`src/rtl/led_sequencer_if.sv`:
```
// Bus between status requesters and the LED sequencer.
//
// Handshake: a requester raises req[i] (level) with its flash count on
// code[i*CNT_W +: CNT_W] and holds it until ack[i] pulses for exactly one
// cycle. Dropping req[i] before that ack withdraws the request. code is
// sampled only in the grant cycle. busy/done/led/grant_id are status
// outputs of the sequencer.
interface led_sequencer_if #(
    parameter int NREQ  = 4,
    parameter int CNT_W = 4
);
    localparam int IDW = $clog2(NREQ);

    logic [NREQ-1:0]       req;
    logic [NREQ*CNT_W-1:0] code;
    logic [NREQ-1:0]       ack;
    logic [IDW-1:0]        grant_id;
    logic                  busy;
    logic                  done;
    logic                  led;

    modport master (
        output req, code,
        input  ack, grant_id, busy, done, led
    );

    modport slave (
        input  req, code,
        output ack, grant_id, busy, done, led
    );
endinterface

```
`src/rtl/led_sequencer.sv`:
```
// Arbitrated blink-code controller for the board status LED.
// Serves one requester at a time: N flashes (ON/OFF phases) then a GAP.
// Optional macro LED_SEQ_RR_EN selects round-robin arbitration; when it is
// undefined the lowest requesting index wins.
// All outputs are registered; state is exposed on state_o for debug.
module led_sequencer #(
    parameter int ON_CYCLES  = 1048576,
    parameter int OFF_CYCLES = 1048576,
    parameter int GAP_CYCLES = 4194304,
    parameter int NREQ       = 4,
    parameter int CNT_W      = 4
) (
    input  logic          clk_i,
    input  logic          rst_n_i,
    led_sequencer_if.slave bus,
    output logic [1:0]    state_o
);
    localparam int MAX_OG = (OFF_CYCLES > GAP_CYCLES) ? OFF_CYCLES : GAP_CYCLES;
    localparam int MAXC   = (ON_CYCLES > MAX_OG) ? ON_CYCLES : MAX_OG;
    localparam int CW     = $clog2(MAXC + 1);
    localparam int IDW    = $clog2(NREQ);

    // Phase counters count down to zero, so each phase loads length-1.
    localparam logic [CW-1:0] ON_LOAD  = CW'(ON_CYCLES - 1);
    localparam logic [CW-1:0] OFF_LOAD = CW'(OFF_CYCLES - 1);
    localparam logic [CW-1:0] GAP_LOAD = CW'(GAP_CYCLES - 1);

    typedef enum logic [1:0] {
        S_IDLE = 2'd0,
        S_ON   = 2'd1,
        S_OFF  = 2'd2,
        S_GAP  = 2'd3
    } state_e;

    state_e             state_q, state_d;
    logic [CW-1:0]      cnt_q, cnt_d;
    logic [CNT_W-1:0]   rem_q, rem_d;
    logic [IDW-1:0]     gid_q, gid_d;
    logic [NREQ-1:0]    ack_q, ack_d;
    logic               done_q, done_d;
    logic               busy_q, busy_d;
    logic               led_q, led_d;

    logic [IDW-1:0]     start_c;
    logic [2*NREQ-1:0]  rot_c;
    logic               win_vld_c;
    logic [IDW-1:0]     win_idx_c;
    logic [CNT_W-1:0]   win_code_c;

`ifdef LED_SEQ_RR_EN
    logic [IDW-1:0]     ptr_q, ptr_d;

    // Round-robin pointer: next search starts just after the last winner.
    always_ff @(posedge clk_i or negedge rst_n_i) begin
        if (!rst_n_i) ptr_q <= '0;
        else          ptr_q <= ptr_d;
    end

    // Next pointer value, advanced only on a grant.
    always_comb begin
        ptr_d = ptr_q;
        if (state_q == S_IDLE && win_vld_c) begin
            if (win_idx_c == IDW'(NREQ - 1)) ptr_d = '0;
            else                             ptr_d = win_idx_c + IDW'(1);
        end
    end
`endif

    // Arbiter: rotate requests so the search start sits at bit 0, take the
    // lowest set bit, then map back to the absolute index.
    always_comb begin
`ifdef LED_SEQ_RR_EN
        start_c = ptr_q;
`else
        start_c = '0;
`endif
        rot_c     = {bus.req, bus.req} >> start_c;
        win_vld_c = 1'b0;
        win_idx_c = '0;
        for (int k = NREQ - 1; k >= 0; k--) begin
            if (rot_c[k]) begin
                win_vld_c = 1'b1;
                win_idx_c = IDW'((int'(start_c) + k) % NREQ);
            end
        end
        win_code_c = '0;
        for (int i = 0; i < NREQ; i++) begin
            if (win_idx_c == IDW'(i)) win_code_c = bus.code[i*CNT_W +: CNT_W];
        end
    end

    // FSM next state, counters and the registered-output next values.
    always_comb begin
        state_d = state_q;
        cnt_d   = cnt_q;
        rem_d   = rem_q;
        gid_d   = gid_q;
        ack_d   = '0;
        done_d  = 1'b0;
        case (state_q)
            S_IDLE: begin
                if (win_vld_c) begin
                    ack_d[win_idx_c] = 1'b1;
                    gid_d            = win_idx_c;
                    rem_d            = win_code_c;
                    if (win_code_c != '0) begin
                        state_d = S_ON;
                        cnt_d   = ON_LOAD;
                    end else begin
                        // Zero-flash code: acknowledged, only the gap runs.
                        state_d = S_GAP;
                        cnt_d   = GAP_LOAD;
                    end
                end
            end
            S_ON: begin
                if (cnt_q == '0) begin
                    rem_d = rem_q - CNT_W'(1);
                    // The last flash goes straight to the gap, no OFF phase.
                    if (rem_q == CNT_W'(1)) begin
                        state_d = S_GAP;
                        cnt_d   = GAP_LOAD;
                    end else begin
                        state_d = S_OFF;
                        cnt_d   = OFF_LOAD;
                    end
                end else begin
                    cnt_d = cnt_q - CW'(1);
                end
            end
            S_OFF: begin
                if (cnt_q == '0) begin
                    state_d = S_ON;
                    cnt_d   = ON_LOAD;
                end else begin
                    cnt_d = cnt_q - CW'(1);
                end
            end
            S_GAP: begin
                if (cnt_q == '0) begin
                    state_d = S_IDLE;
                    done_d  = 1'b1;
                end else begin
                    cnt_d = cnt_q - CW'(1);
                end
            end
            default: begin
                state_d = S_IDLE;
            end
        endcase
        busy_d = (state_d != S_IDLE);
        led_d  = (state_d == S_ON);
    end

    // State, counters and registered outputs; reset clears everything,
    // dropping the LED at once and suppressing DONE for an aborted burst.
    always_ff @(posedge clk_i or negedge rst_n_i) begin
        if (!rst_n_i) begin
            state_q <= S_IDLE;
            cnt_q   <= '0;
            rem_q   <= '0;
            gid_q   <= '0;
            ack_q   <= '0;
            done_q  <= 1'b0;
            busy_q  <= 1'b0;
            led_q   <= 1'b0;
        end else begin
            state_q <= state_d;
            cnt_q   <= cnt_d;
            rem_q   <= rem_d;
            gid_q   <= gid_d;
            ack_q   <= ack_d;
            done_q  <= done_d;
            busy_q  <= busy_d;
            led_q   <= led_d;
        end
    end

    assign bus.ack      = ack_q;
    assign bus.grant_id = gid_q;
    assign bus.busy     = busy_q;
    assign bus.done     = done_q;
    assign bus.led      = led_q;
    assign state_o      = state_q;
endmodule

```
`src/flat_wrapper.sv`:
```
// flat-port wrapper written by rule: the top's interface ports become plain ports
module led_sequencer_flat 
#(
    parameter int ON_CYCLES  = 1048576,
    parameter int OFF_CYCLES = 1048576,
    parameter int GAP_CYCLES = 4194304,
    parameter int NREQ       = 4,
    parameter int CNT_W      = 4
)
  (clk_i, rst_n_i, state_o, bus_req, bus_code, bus_ack, bus_grant_id, bus_busy, bus_done, bus_led);
  led_sequencer_if #(.NREQ(NREQ), .CNT_W(CNT_W)) bus_i ();
  input  logic clk_i;
  input  logic rst_n_i;
  output logic [1:0] state_o;
  input wire logic [$bits(bus_i.req)-1:0] bus_req;
  input wire logic [$bits(bus_i.code)-1:0] bus_code;
  output wire logic [$bits(bus_i.ack)-1:0] bus_ack;
  output wire logic [$bits(bus_i.grant_id)-1:0] bus_grant_id;
  output wire logic [$bits(bus_i.busy)-1:0] bus_busy;
  output wire logic [$bits(bus_i.done)-1:0] bus_done;
  output wire logic [$bits(bus_i.led)-1:0] bus_led;
  assign bus_i.req = bus_req;
  assign bus_i.code = bus_code;
  assign bus_ack = bus_i.ack;
  assign bus_grant_id = bus_i.grant_id;
  assign bus_busy = bus_i.busy;
  assign bus_done = bus_i.done;
  assign bus_led = bus_i.led;
  led_sequencer #(.ON_CYCLES(ON_CYCLES), .OFF_CYCLES(OFF_CYCLES), .GAP_CYCLES(GAP_CYCLES), .NREQ(NREQ), .CNT_W(CNT_W)) u_core (.clk_i(clk_i), .rst_n_i(rst_n_i), .bus(bus_i), .state_o(state_o));
endmodule
```
`config.mk`:
```
export PLATFORM = sky130hd
export DESIGN_NAME = led_sequencer_flat
export DESIGN_NICKNAME = d
export VERILOG_FILES = /design/src/rtl/led_sequencer_if.sv /design/src/rtl/led_sequencer.sv /design/src/flat_wrapper.sv
export SDC_FILE = /design/constraint.sdc
export NUM_CORES = 1
export LEC_CHECK = 0
export ABC_AREA = 1
export CORE_UTILIZATION = 35
export DETAILED_ROUTE_END_ITERATION = 7
export PLACE_DENSITY = 0.63
export SLEW_MARGIN = 20
export SYNTH_ARGS = -nofsm -noshare
export SYNTH_HDL_FRONTEND = slang
export SYNTH_SLANG_ARGS = --single-unit
```
`constraint.sdc`:
```
create_clock -name clk_i -period 1.9 [get_ports clk_i]
set_input_delay 0.285 -clock clk_i [delete_from_list [all_inputs] [get_ports clk_i]]
set_output_delay 0.285 -clock clk_i [all_outputs]
set_load 0.1 [all_outputs]
```
Word-level counts from Yosys, hierarchy flattened
Cells that the tools add are included.
{"block": "word_totals", "out_inout_bits": 11, "inputBits": 22, "wordCells": 68, "reg_bits": 38}
{"block": "op_classes", "order_cmp": 2, "addsub": 2, "reduce_logical": 10, "muxes": 35, "eq_ne": 11}
{"op": "$mux W23", "count": 4}
{"op": "$pmux W23 S4", "count": 1}
{"op": "$mux W22", "count": 2}
{"op": "$mux W4", "count": 8}
{"op": "$logic_not A23 Y1", "count": 1}
{"op": "$sub A23 B1 Y23 const B", "count": 1}
{"op": "$mux W2", "count": 9}
{"op": "$eq A2 B2 Y1 const B", "count": 4}
{"op": "$mux W1", "count": 8}
{"op": "$pmux W2 S4", "count": 1}
{"op": "$pmux W4 S2", "count": 1}
{"op": "$eq A2 B1 Y1 const B", "count": 3}
{"op": "$eq A4 B1 Y1 const B", "count": 1}
{"op": "$logic_not A2 Y1", "count": 2}
{"op": "$ne A2 B1 Y1 const B", "count": 2}
{"op": "$reduce_and A2 Y1", "count": 2}
{"op": "$reduce_bool A2 Y1", "count": 2}
{"op": "$reduce_bool A4 Y1", "count": 1}
{"op": "$sub A4 B1 Y4 const B", "count": 1}
{"op": "$lt A2 B3 Y1 const B", "count": 1}
{"op": "$reduce_and A3 Y1", "count": 1}
{"op": "$demux W1 S2", "count": 1}
{"op": "$ge A2 B1 Y1 const B", "count": 1}
{"op": "$ne A2 B2 Y1 const B", "count": 1}
{"op": "$logic_and A1 B1 Y1", "count": 1}

Longest topological paths before layout
Gate-level depths: netlist of run 1.
{"block": "depth", "word_depth": 14, "depth_mapped": 14, "ltp_nobuf": 13}

Worst setup path after synthesis of run 1
No wires, ideal clock.
{"block": "synth_path", "kind": "reg-to-reg", "startpoint": "reg u_core.state_q[1] (netlist: u_core.state_o[1])", "endpoint": "reg u_core.cnt_q[3]", "path_slack_ps": -275, "period_less_slack_ps": 2175, "stages_incl_launch_ff": 10, "setup_ps": 68, "required_time_ps": 1832, "arrival_time_ps": 2106, "path_buffers": 0, "cell_sequence": "dfrtp_1 -> nor2_1 -> inv_2 -> nor2_1 -> inv_2 -> nand2_4 -> nor2_1 -> inv_1 -> or2_2 -> nand3_1"}
{"block": "synth_between", "elab_chain_len": 3, "elab_cells_between_ends": 8, "classes_between": "eq/ne: 5; mux: 1; reduce/logical: 2"}
{"element": "start: declaration", "line_no": "led_sequencer.sv:35", "source": "state_e state_q, state_d;"}
{"element": "start signal: assignment", "line_no": "led_sequencer.sv:168", "source": "state_q <= state_d;"}
{"element": "$eq A2 B2 Y1 / $logic_not A2 Y1 (equally long branches)", "line_no": "led_sequencer.sv:100", "source": "case (state_q)"}
{"element": "$ne A2 B2 Y1 (no line) / $ne A2 B1 Y1 (equally long branches)"}
{"element": "$reduce_and A2 Y1 (no line)"}
{"element": "end signal: assignment", "line_no": "led_sequencer.sv:169", "source": "cnt_q <= cnt_d;"}
{"element": "end: declaration", "line_no": "led_sequencer.sv:36", "source": "logic [CW-1:0] cnt_q, cnt_d;"}
Parallel ways exist; a longest one is shown, timed or not.
A chain may end at the register's enable or synchronous reset.

Worst setup path in the final report of run 1
{"block": "layout_path", "startpoint": "reg u_core.cnt_q[8]", "endpoint": "reg u_core.cnt_q[18]"}
{"block": "layout_between", "elab_chain_len": 3, "elab_cells_between_ends": 8, "classes_between": "add/sub: 1; eq/ne: 1; mux: 4; reduce/logical: 2"}
{"element": "$sub A23 B1 Y23 / $logic_not A23 Y1 (equally long branches)"}
{"element": "$mux W23, or another cell as far along", "line_no": "led_sequencer.sv:140", "source": "if (cnt_q == '0) begin"}
{"element": "$pmux W23 S4 / $reduce_and A2 Y1 (equally long branches)"}
Parallel ways exist; a longest one is shown, timed or not. The select of a mux whose other input is x is not followed.

==> metrics, run 1 <==
Crit Path Max Fanout=7; CP arrival=~2000 ps; Synth Area in XOR/XNOR=between 1 and 1.5%; f_max=0.559 GHz; initial drt markers=116; gr ovfl total=0; IO Count=33; final setup violation count=0; setup_tns=0 ps; vias in the first global route=2443; FF-to-FF Start=u_core.cnt_q[8]$_DFFE_PN0P_; Overall Power=1550 µW; worst setup path endpoint=u_core.cnt_q[18]$_DFFE_PN0P_; final cell count without fillers=approximately 500; mean routed wirelength per cell=between 10 and 15 µm; post-route ant nets=0; Worst Path Required=~2100 ps; Die ar.=7240 µm²; DR vias/cell=between 4 and 5; fin crit period=between 1500 and 2000 ps; Synthesized Nets=approximately 380; Seq cells post-synth=38; Pwr Density=476 nW/µm²; initial antenna violation count=0; Fin. Hold Viols=0; Reg2Reg Depth=10; vias=between 2000 and 3000; Slew Viols, Final=0; r2r endpoint=u_core.cnt_q[18]$_DFFE_PN0P_; compound-cell area share of the yosys netlist=slightly below 6%; placed insts=500; largest family of logic cells by synthesized area=simple AND/OR/NAND/NOR gates; relative slew slack=between 60 and 70%; setup slack, reg-to-reg=110 ps; H-tree depth=2; Die Wd=between 80 and 90 µm; Die Span Y=85.1 µm; WS Path Type=reg -> reg; first-pass GRT wire length=around 11000 µm; Reg clk slew, reported paths=~70 ps; core box area=about 6500 µm²; syn avg cell area=between 6 and 7 µm²; post-synthesis sequential area ratio=~40%; Starting Density=37.2%; Syn Inst Count=about 350; Placement Cell Area=about 3000 µm²; Pleak=around 0.0016 µW; Worst-Margin Slew=454 ps; Worst Skew=~8.3 ps; Detailed Routing Iterations Pass 1=4; CP endpoint kind=register; GRT Resource Usage Total=a little under a fifth; CTS root buffer=clkbuf_8; Final nets=between 400 and 500; Max-Cap Viols=0; final worst-path cycle share=94.1%; Max clock buf depth=2; dpl hpwl=slightly above 5000 µm; Util after Layout=between 50% and 60%; CP Launch Type=register; Yosys warning total=0; n_diodes=0; Final GP Congestion=0.959; Clock Sinks=38; synthesized area=between 2000 and 2500 µm²; Distinct cells, synth=29; Port Buffers=32; adder-cell share of the synthesized area=under 10%; status=finished, final reports clean; Synth Area in Simple Gates=42.6%; crit path from=u_core.cnt_q[8]$_DFFE_PN0P_; maximum vdd ir drop=around 0.00027 V; clk_lat worst skew=approximately 300 ps; fin area=around 3300 µm²; worst hold-check path type=in -> async; CTS tree=built; Setup Fix Bufs, Post-CTS=0; mux cell area share after synthesis=0%; Area growth, synth to finish=34.8%; drt total wl=roughly 6300 µm; Inserted Clock Buffers=5; largest net degree at the start of global routing=21; share of cells above drive strength 1=23.2%; row count=29; RSZ-0062 raised after global routing=no; drt drc=0
power breakdown:
| part | switching (µW) | internal [µW] | total (µW) |
|---|---|---|---|
| clock | 282 | 288 | 570 |
| combinational | 81.1 | 85.0 | 166 |
| sequential | 1.39 | 811 | 812 |
| total | 365 | 1180 | 1550 |
metal layers:
metal	track usage (%)	vias up	share of wire (%)
met5	0	-	0
met3	4.09	19	5.3
li1	-	1285	-
met2	33.1	68	48
met1	23.2	1131	44
met4	8.01	0	2.7
placed cells by master, fill, tap and decap left out, types with 2 or more instances in the layout:
cell / n
nand3_1: 48
or2_2: 2
o21ai_0: 17
dfrtp_2: 2
inv_2: 6
nand2_1: 84
nand2_2: 6
a21oi_1: 2
xor2_1: 3
inv_1: 43
clkdlybuf4s50_1: 20
nand3_2: 3
a31oi_1: 2
clkbuf_8: 6
nand4_1: 10
nor3_1: 7
dfrtp_1: 36
nor2_2: 12
ha_1: 2
nor2_4: 4
nor2_1: 49
buf_4: 52
worst max-delay path, cell delays in order, from the launching register on:
cell and delay, ps:
dfrtp_1 410, nor2_1 190, nand2_2 110, nor2_4 160, nand2_2 90, nor2_4 120, nand2_1 90, nand2_2 120
nand3_4 140, buf_4 200, nand3_1 80
Yosys cell counts (all sizes together):
master,n,area (µm²)
o21ai,18,90.1
nand4,10,62.6
a21oi,2,10.0
buf,4,38.8
xor2,3,26.3
dfrtp,38,951
nand2,91,354
nor2,65,269
ha,3,37.5
or2,3,18.8
nand3b,1,7.51
nor3,7,35.0
o211ai,1,7.51
o2111ai,1,8.76
o21bai,1,7.51
inv,50,188
o31ai,1,7.51
nand3,52,283
a31oi,2,12.5
flip-flops by register name, indices dropped and copies added (netlist names):
register	cells
u_core.bus.ack	4
u_core.rem_q	4
u_core.state_o	2
u_core.cnt_q	23
u_core.bus.busy	1
u_core.bus.grant_id	2
u_core.bus.led	1
u_core.bus.done	1
what timing repair did:
item                       CTS  global route
hold endpoints to repair    18             0
cloned                       0             0
hold buffers                 1             0
pin swaps                    0             3
resized for setup            1            22
setup endpoints to repair    2            24
per-stage QoR:
step	worst slack [ps]	hold slack, ps
final	112	474
after global routing	6.46	516
after CTS	18.1	488
after detailed placement	-141	260
after global placement	-98.8	258
after floorplan	58.6	-10.6
worst min-delay path by stage:
stage          startpoint                          end  slack, ps  depth (start not counted)
4_1_cts           rst_n_i  u_core.cnt_q[1]$_DFFE_PN0P_        490                          2
6_report          rst_n_i  u_core.cnt_q[7]$_DFFE_PN0P_        470                          2
3_3_place_gp      rst_n_i  u_core.cnt_q[7]$_DFFE_PN0P_        260                          1
3_5_place_dp      rst_n_i  u_core.cnt_q[5]$_DFFE_PN0P_        260                          1
5_1_grt           rst_n_i  u_core.cnt_q[1]$_DFFE_PN0P_        520                          2
2_1_floorplan     rst_n_i  u_core.bus.ack[0]$_DFF_PN0_        -10                          0
logic make-up after synthesis:
| family | count (synthesis) |
|---|---|
| simple gates | 229 |
| buf+inv | 54 |
| flops | 38 |
| compound gates | 26 |
| xor+xnor | 3 |
| fa+ha+maj | 3 |
area by class of cell:
class                   count  area, µm²
flip-flops and latches     38        953
well taps                  77       96.3
inverters                  50        190
fillers                   657       3240
multi-input cells         261       1300
clock buffers               7       86.3
repair buffers             75        626
Note: power is estimated with default switching activity, not from simulation.
==> inputs of run 2 (changes only) <==
--- a/config.mk
+++ b/config.mk
@@ -13,3 +13,4 @@
 export SYNTH_ARGS = -nofsm -noshare
 export SYNTH_HDL_FRONTEND = slang
 export SYNTH_SLANG_ARGS = --single-unit
+export TNS_END_PERCENT = 20
==> results of run 2 <==
No change in the layout: final DEF, timing and power equal those of run 1.
==> inputs of run 3 (changes only) <==
--- a/config.mk
+++ b/config.mk
@@ -7,6 +7,7 @@
 export LEC_CHECK = 0
 export ABC_AREA = 1
 export CORE_UTILIZATION = 35
+export CTS_CLUSTER_SIZE = 8
 export DETAILED_ROUTE_END_ITERATION = 7
 export PLACE_DENSITY = 0.63
 export SLEW_MARGIN = 20
==> results of run 3 <==
No change in the layout: final DEF, timing and power equal those of run 1.
